[src/rtl/fetch_stage.sv]
// Instruction-fetch stage: owns the PC, drives imem reads and holds the IF/ID
// register. Redirects come from the decode-side copy of IF/ID (one bubble).
module fetch_stage #(
  parameter logic [31:0] PC_INIT = 32'h0000_0000
) (
  input  logic        CLK,
  input  logic        RST,
  input  logic        ihit,
  input  logic [31:0] imemload,
  output logic        imemREN,
  output logic [31:0] imemaddr,
  input  logic [1:0]  pc_sel,
  input  logic [31:0] jr_addr,
  input  logic        halt,
  input  logic        stall,
  output logic [31:0] ifid_instr,
  output logic [31:0] ifid_npc,
  output logic        ifid_valid,
  output logic        halted
);

  typedef enum logic [1:0] {
    IDLE   = 2'd0,
    FETCH  = 2'd1,
    HALTED = 2'd2
  } state_t;

  state_t      state;
  logic [31:0] pc;
  logic [31:0] pc4;
  logic [31:0] jtgt;
  logic [31:0] btgt;
  logic [31:0] redirect_pc;

  assign pc4      = pc + 32'd4;
  assign jtgt     = {ifid_npc[31:28], ifid_instr[25:0], 2'b00};
  assign btgt     = ifid_npc + {{14{ifid_instr[15]}}, ifid_instr[15:0], 2'b00};
  assign imemaddr = pc;
  assign imemREN  = (state == FETCH);
  assign halted   = (state == HALTED);

  always_comb begin
    redirect_pc = pc4;
    unique case (pc_sel)
      2'b01:   redirect_pc = jr_addr;
      2'b10:   redirect_pc = jtgt;
      2'b11:   redirect_pc = btgt;
      default: redirect_pc = pc4;
    endcase
  end

  always_ff @(posedge CLK) begin
    if (RST) begin
      pc         <= PC_INIT;
      ifid_instr <= '0;
      ifid_npc   <= '0;
      ifid_valid <= 1'b0;
      state      <= IDLE;
    end else begin
      unique case (state)
        IDLE: state <= FETCH;
        FETCH: begin
          // First match wins; a redirect discards any word fetched this cycle.
          if (stall) begin
            pc <= pc;
          end else if (halt && ifid_valid) begin
            ifid_valid <= 1'b0;
            ifid_instr <= '0;
            state      <= HALTED;
          end else if (ifid_valid && (pc_sel != 2'b00)) begin
            pc         <= redirect_pc;
            ifid_valid <= 1'b0;
            ifid_instr <= '0;
          end else if (ihit) begin
            ifid_instr <= imemload;
            ifid_npc   <= pc4;
            ifid_valid <= 1'b1;
            pc         <= pc4;
          end else begin
            ifid_valid <= 1'b0;
            ifid_instr <= '0;
          end
        end
        HALTED: state <= HALTED;
        default: state <= IDLE;
      endcase
    end
  end

endmodule

[config.mk]
export PLATFORM = sky130hd
export DESIGN_NAME = fetch_stage
export DESIGN_NICKNAME = d
export VERILOG_FILES = /design/src/rtl/fetch_stage.sv
export SDC_FILE = /design/constraint.sdc
export NUM_CORES = 1
export LEC_CHECK = 0
export CORE_ASPECT_RATIO = 0.7
export CORE_MARGIN = 1.5
export CORE_UTILIZATION = 30
export DETAILED_ROUTE_END_ITERATION = 16
export PLACE_DENSITY = 0.53
export SKIP_LAST_GASP = 1
export SYNTH_ARGS = -nofsm -noshare
export SYNTH_HDL_FRONTEND = slang
export SYNTH_SLANG_ARGS = --single-unit
[constraint.sdc]
create_clock -name CLK -period 8.7 [get_ports CLK]
set_clock_uncertainty 0.2 [all_clocks]
set_input_delay 2.175 -clock CLK [delete_from_list [all_inputs] [get_ports CLK]]
set_output_delay 2.175 -clock CLK [all_outputs]
set_load 0.01 [all_outputs]
* Word-level counts from Yosys, hierarchy flattened
Cells that the tools add are included.
** Cells by class
- $add $sub $neg :: 2
- Equal/unequal tests :: 7
- Muxes and demuxes :: 12
- Bitwise operators :: 3
- Reductions and logical operators :: 9
** Operators with widths (number)
- $mux W32 :: 5
- $pmux W32 S3 :: 1
- $add A32 B3 Y32 const B :: 1
- $add A32 B32 Y32 :: 1
- $eq A2 B2 Y1 const B :: 3
- $pmux W2 S3 :: 1
- $reduce_and A5 Y1 :: 1
- $eq A2 B1 Y1 const B :: 2
- $mux W2 :: 2
- $reduce_and A2 Y1 :: 2
- $reduce_and A4 Y1 :: 1
- $reduce_bool A2 Y1 :: 2
- $mux W1 :: 3
- $not A1 Y1 :: 3
- $logic_and A1 B1 Y1 :: 2
- $logic_not A2 Y1 :: 1
- $ne A2 B1 Y1 const B :: 1
- $ne A2 B2 Y1 const B :: 1
** Word-level totals
- Register bits after elaboration :: 99
- Bits of input ports :: 71
- Output and inout port bits :: 99
- Logic and storage cells :: 38

* Logic depth before layout (Yosys ltp)
- Word-level depth :: 4
- Mapped depth :: 12
- Mapped depth without buffers :: 12

* Least setup slack after synthesis
Ideal clock, no wire load.
- Kind :: input to register
- Start point :: input port pc_sel[1]
- End point :: register pc[10], in the netlist imemaddr[10]
- Arrival time :: 3496 ps
- Required time :: 8405 ps
- Path slack :: 4909 ps
- Cell stages on the path :: 7
- Path buffers :: 1
- Path through :: inv_1 -> a21oi_2 -> and3_2 -> nor2_1 -> clkbuf_1 -> a21oi_1 -> a221oi_1
** Between the ends
- Longest elaborated chain between the ends :: 4
** RTL lines
- from (decl) :: line 12 : input logic [1:0] pc_sel,
- $reduce_bool A2 Y1 :: line 70 : end else if (ifid_valid && (pc_sel != 2'b00)) begin
- $logic_and A1 B1 Y1 :: line 70
- $reduce_bool A2 Y1 (no line)
- $reduce_and A4 Y1 (no line)
- to (signal assigned) :: line 65 : pc <= pc;
- to (signal assigned) :: line 71 : pc <= redirect_pc;
- to (signal assigned) :: line 78 : pc <= pc4;
- to (decl) :: line 29 : logic [31:0] pc;
Several ways; a longest one is shown, not always the timed one.
A chain may end at the register's enable or synchronous reset.

* Worst setup path in the final report
- Start point :: input port pc_sel[0]
- End point :: register pc[18], in the netlist imemaddr[18]
The elaborated chain is that of the path after synthesis.

==> key figures <==
Placed design
  – DP HPWL: 18.9 mm
  – I/O Buffers: 169
  – Placed cell area: 8520 sq um
  – Pre-CTS WS: 2.92 ns
  – Routability cong.: 0.869

Timing
  – Fin crit period: 5.50 ns
  – Number of setup violations in the final report: 0
  – Slew @ Worst Pin: between 0.8 and 0.9 ns
  – Slew Viols, Final: 0
  – Setup TNS: 0 ns
  – Slew Limit Headroom: between 40 and 50%
  – Final Hold Fails: 0
  – Tcrit/Tclk final: 63.2%
  – Post-route setup slack: 3.20 ns
  – Unrepaired setup endpoints after global routing: no
  – Fmax: 182 MHz

Run
  – Max-cap viol count: 0

Critical path
  – CP peak stage delay: between 0.9 and 1 ns
  – CP Launch Type: input port
  – Worst setup EP type: flop
  – CP Data Required Time: 8.75 ns
  – Kind of critical path: input port to flop
  – Slowest-stage cell, CP: clkdlybuf4s50_1
  – Critical path's most frequent cell: nand2_1
  – Critical path fanouts, max: 17
  – Critical Path AT: 5.56 ns
  – CP cell instances: clkdlybuf4s50_1 -> inv_1 -> a21oi_2 -> nand3_1 -> nand2_1 -> nand2_1 -> o32a_1 -> o311a_1

Final layout
  – P&R area growth vs syn: 32.0%
  – Fin area: around 9000 sq um
  – Commonest non-fill, non-tap cell in the layout: clkdlybuf4s50_1
  – Final nets: 1110
  – Multi-input logic area: 4360 sq um
  – Sequential cell area: a little under 2000 sq um
  – Commonest cells after routing, fill and taps aside: 168 x clkdlybuf4s50_1, 138 x nor2_1, 99 x dfxtp_1, 79 x a21oi_1, 69 x nand2_1
  – Filler Cell Count: between 2000 and 2500
  – Ant. Diodes: 0
  – Ratio of cells with drive above 1 in the final layout: approximately 5.4%

Detailed routing
  – Routed len/inst: ~20 microns
  – Post-route ant nets: 0
  – Via/cell ratio: 5.45
  – 1st-pass router iterations: 6
  – Number of remaining DRC errors: 0
  – DR iter-0 viols: between 600 and 700
  – Via count: about 7000
  – Post-Route WL: 25.7 mm

GRT
  – GRT overflow: 0
  – Initial antenna violation count: 0
  – First-pass GRT wire length: ~39 mm
  – Vias in the first global route: 6496
  – Largest net degree at the start of global routing: 70
  – GR Util All Layers: about 22%

Floorplanning
  – Die Height: roughly 130 microns
  – I/O pin cnt: 170
  – Core Area: 21700 sq um
  – Die width: 181 microns
  – Num rows: 45
  – Die area: 23200 sq um
  – Starting Density: 30.7%

Pwr
  – PD cells: ~160 nW/um^2
  – Power, Total: 1.43 mW
  – VDD IR max: 0.0917 mV
  – Leakage: 3.17 nW

Synth
  – Count of cell types in the netlist: 77
  – Syn Inst Count: roughly 880
  – Yosys reg bits: between 90 and 100
  – Post-Syn Area per Cell: 7.62 sq um
  – Register area share after synthesis: between 20% and 30%
  – Share of flip-flops with an asynchronous set or reset: 0%
  – Post-synth EDFFs: 0
  – Synth Cell Area: 6670 sq um
  – Post-Syn Nets: 981
  – Ys Warns: 0
  – Most used flip-flop cell after synthesis: dfxtp_1

Run status
  – Status: finished, final reports clean

Clock tree
  – Setup Buffers After CTS: 0
  – CTS Buffer Depth: 2
  – Htree depth: 3
  – CTS Sinks: 99
  – Clock Latency Late Sink: 0.37 ns
  – CTS root buf: clkbuf_16
  – Hold-fix buffers, CTS: 0
  – Cts bufs inserted: 9
  – CTS tree: done
  – Post-CTS Resized: 0
  – Clock slew at reported path FFs: 0.08 ns

Min path
  – Hold WC Path Type: flop to flop
[sequential cells by signal (all words and copies together) (netlist names)]
name	cells
ifid_valid	1
state	2
ifid_instr	32
imemaddr	32
ifid_npc	32
[cells by family (layout without fill, tap and decap cells)]
family / Yosys count / count (layout) / synth area share (%)
and+or+nand+nor: 311 / 311 / 21.7
AOI/OAI and AO/OA: 297 / 297 / 29.3
DFF: 99 / 99 / 29.7
buffers and inverters: 78 / 212 / 5.10
xor gates and xnor gates: 49 / 49 / 6.43
adders and majority gates: 34 / 34 / 6.49
muxes: 8 / 8 / 1.29
[cell usage after synthesis (10+ instances only)]
cell type	number	share of area [%]
nand3_1	28	2.1
a211oi_1	34	3.8
inv_1	18	1.0
a21o_1	20	2.3
xor2_1	22	2.9
dfxtp_1	99	30
a31oi_1	10	0.94
nand2_1	69	3.9
ha_1	33	6.2
xnor2_1	27	3.5
a21oi_1	79	5.9
clkbuf_1	47	2.6
nand4_1	10	0.94
and3_1	11	1.0
o21ai_0	51	3.8
a22oi_1	33	3.7
nor3_1	17	1.3
nor2_1	139	7.8
[metal layers]
metal | track usage (%) | vias to the layer above | wire length, microns
met5 | 0 | - | 0
met4 | 4.80 | 0 | 262
met3 | 5.88 | 20 | 2260
met2 | 30.3 | 278 | 10100
met1 | 33.8 | 3280 | 13100
li1 | - | 3461 | -
[where the power goes]
part	internal, mW	switching, mW
clock network	0.199	0.210
logic	0.206	0.253
registers	0.497	0.0632
[area by class of cell]
class,count,area share (%)
clock inverter,7,0.696
inverter,18,0.767
clock buffer,9,2.56
timing repair buffer,178,19.9
sequential,99,22.5
tap,282,4.01
multi-input combinational,699,49.5
[worst max-delay path, delay by kind of cell]
kind	cells	cell delay (ns)
simple gates	3	1.35
compound gates	3	0.95
buf+inv	2	1.07
[path summary, 6_finish.rpt]
check / start / endpoint / slack (ns) / cells past startpoint
max: pc_sel[0] / imemaddr[18] / 3.20 / 8
min: ifid_npc[1] / ifid_npc[1] / 0.29 / 2
max reg2reg: ifid_instr[15] / imemaddr[29] / 5.08 / 8
min reg2reg: ifid_npc[1] / ifid_npc[1] / 0.29 / 2
[per-stage QoR]
step                      utilization [%]  hold slack (ns)  instances
final                                40.5            0.289       1292
after global routing                 40.5            0.314       1292
after CTS                            40.5            0.290       1292
after detailed placement             39.2            0.269       1276
after global placement               39.2            0.255       1276
after floorplan                         -            0.245        876
Power figures use the tool's default switching activity.
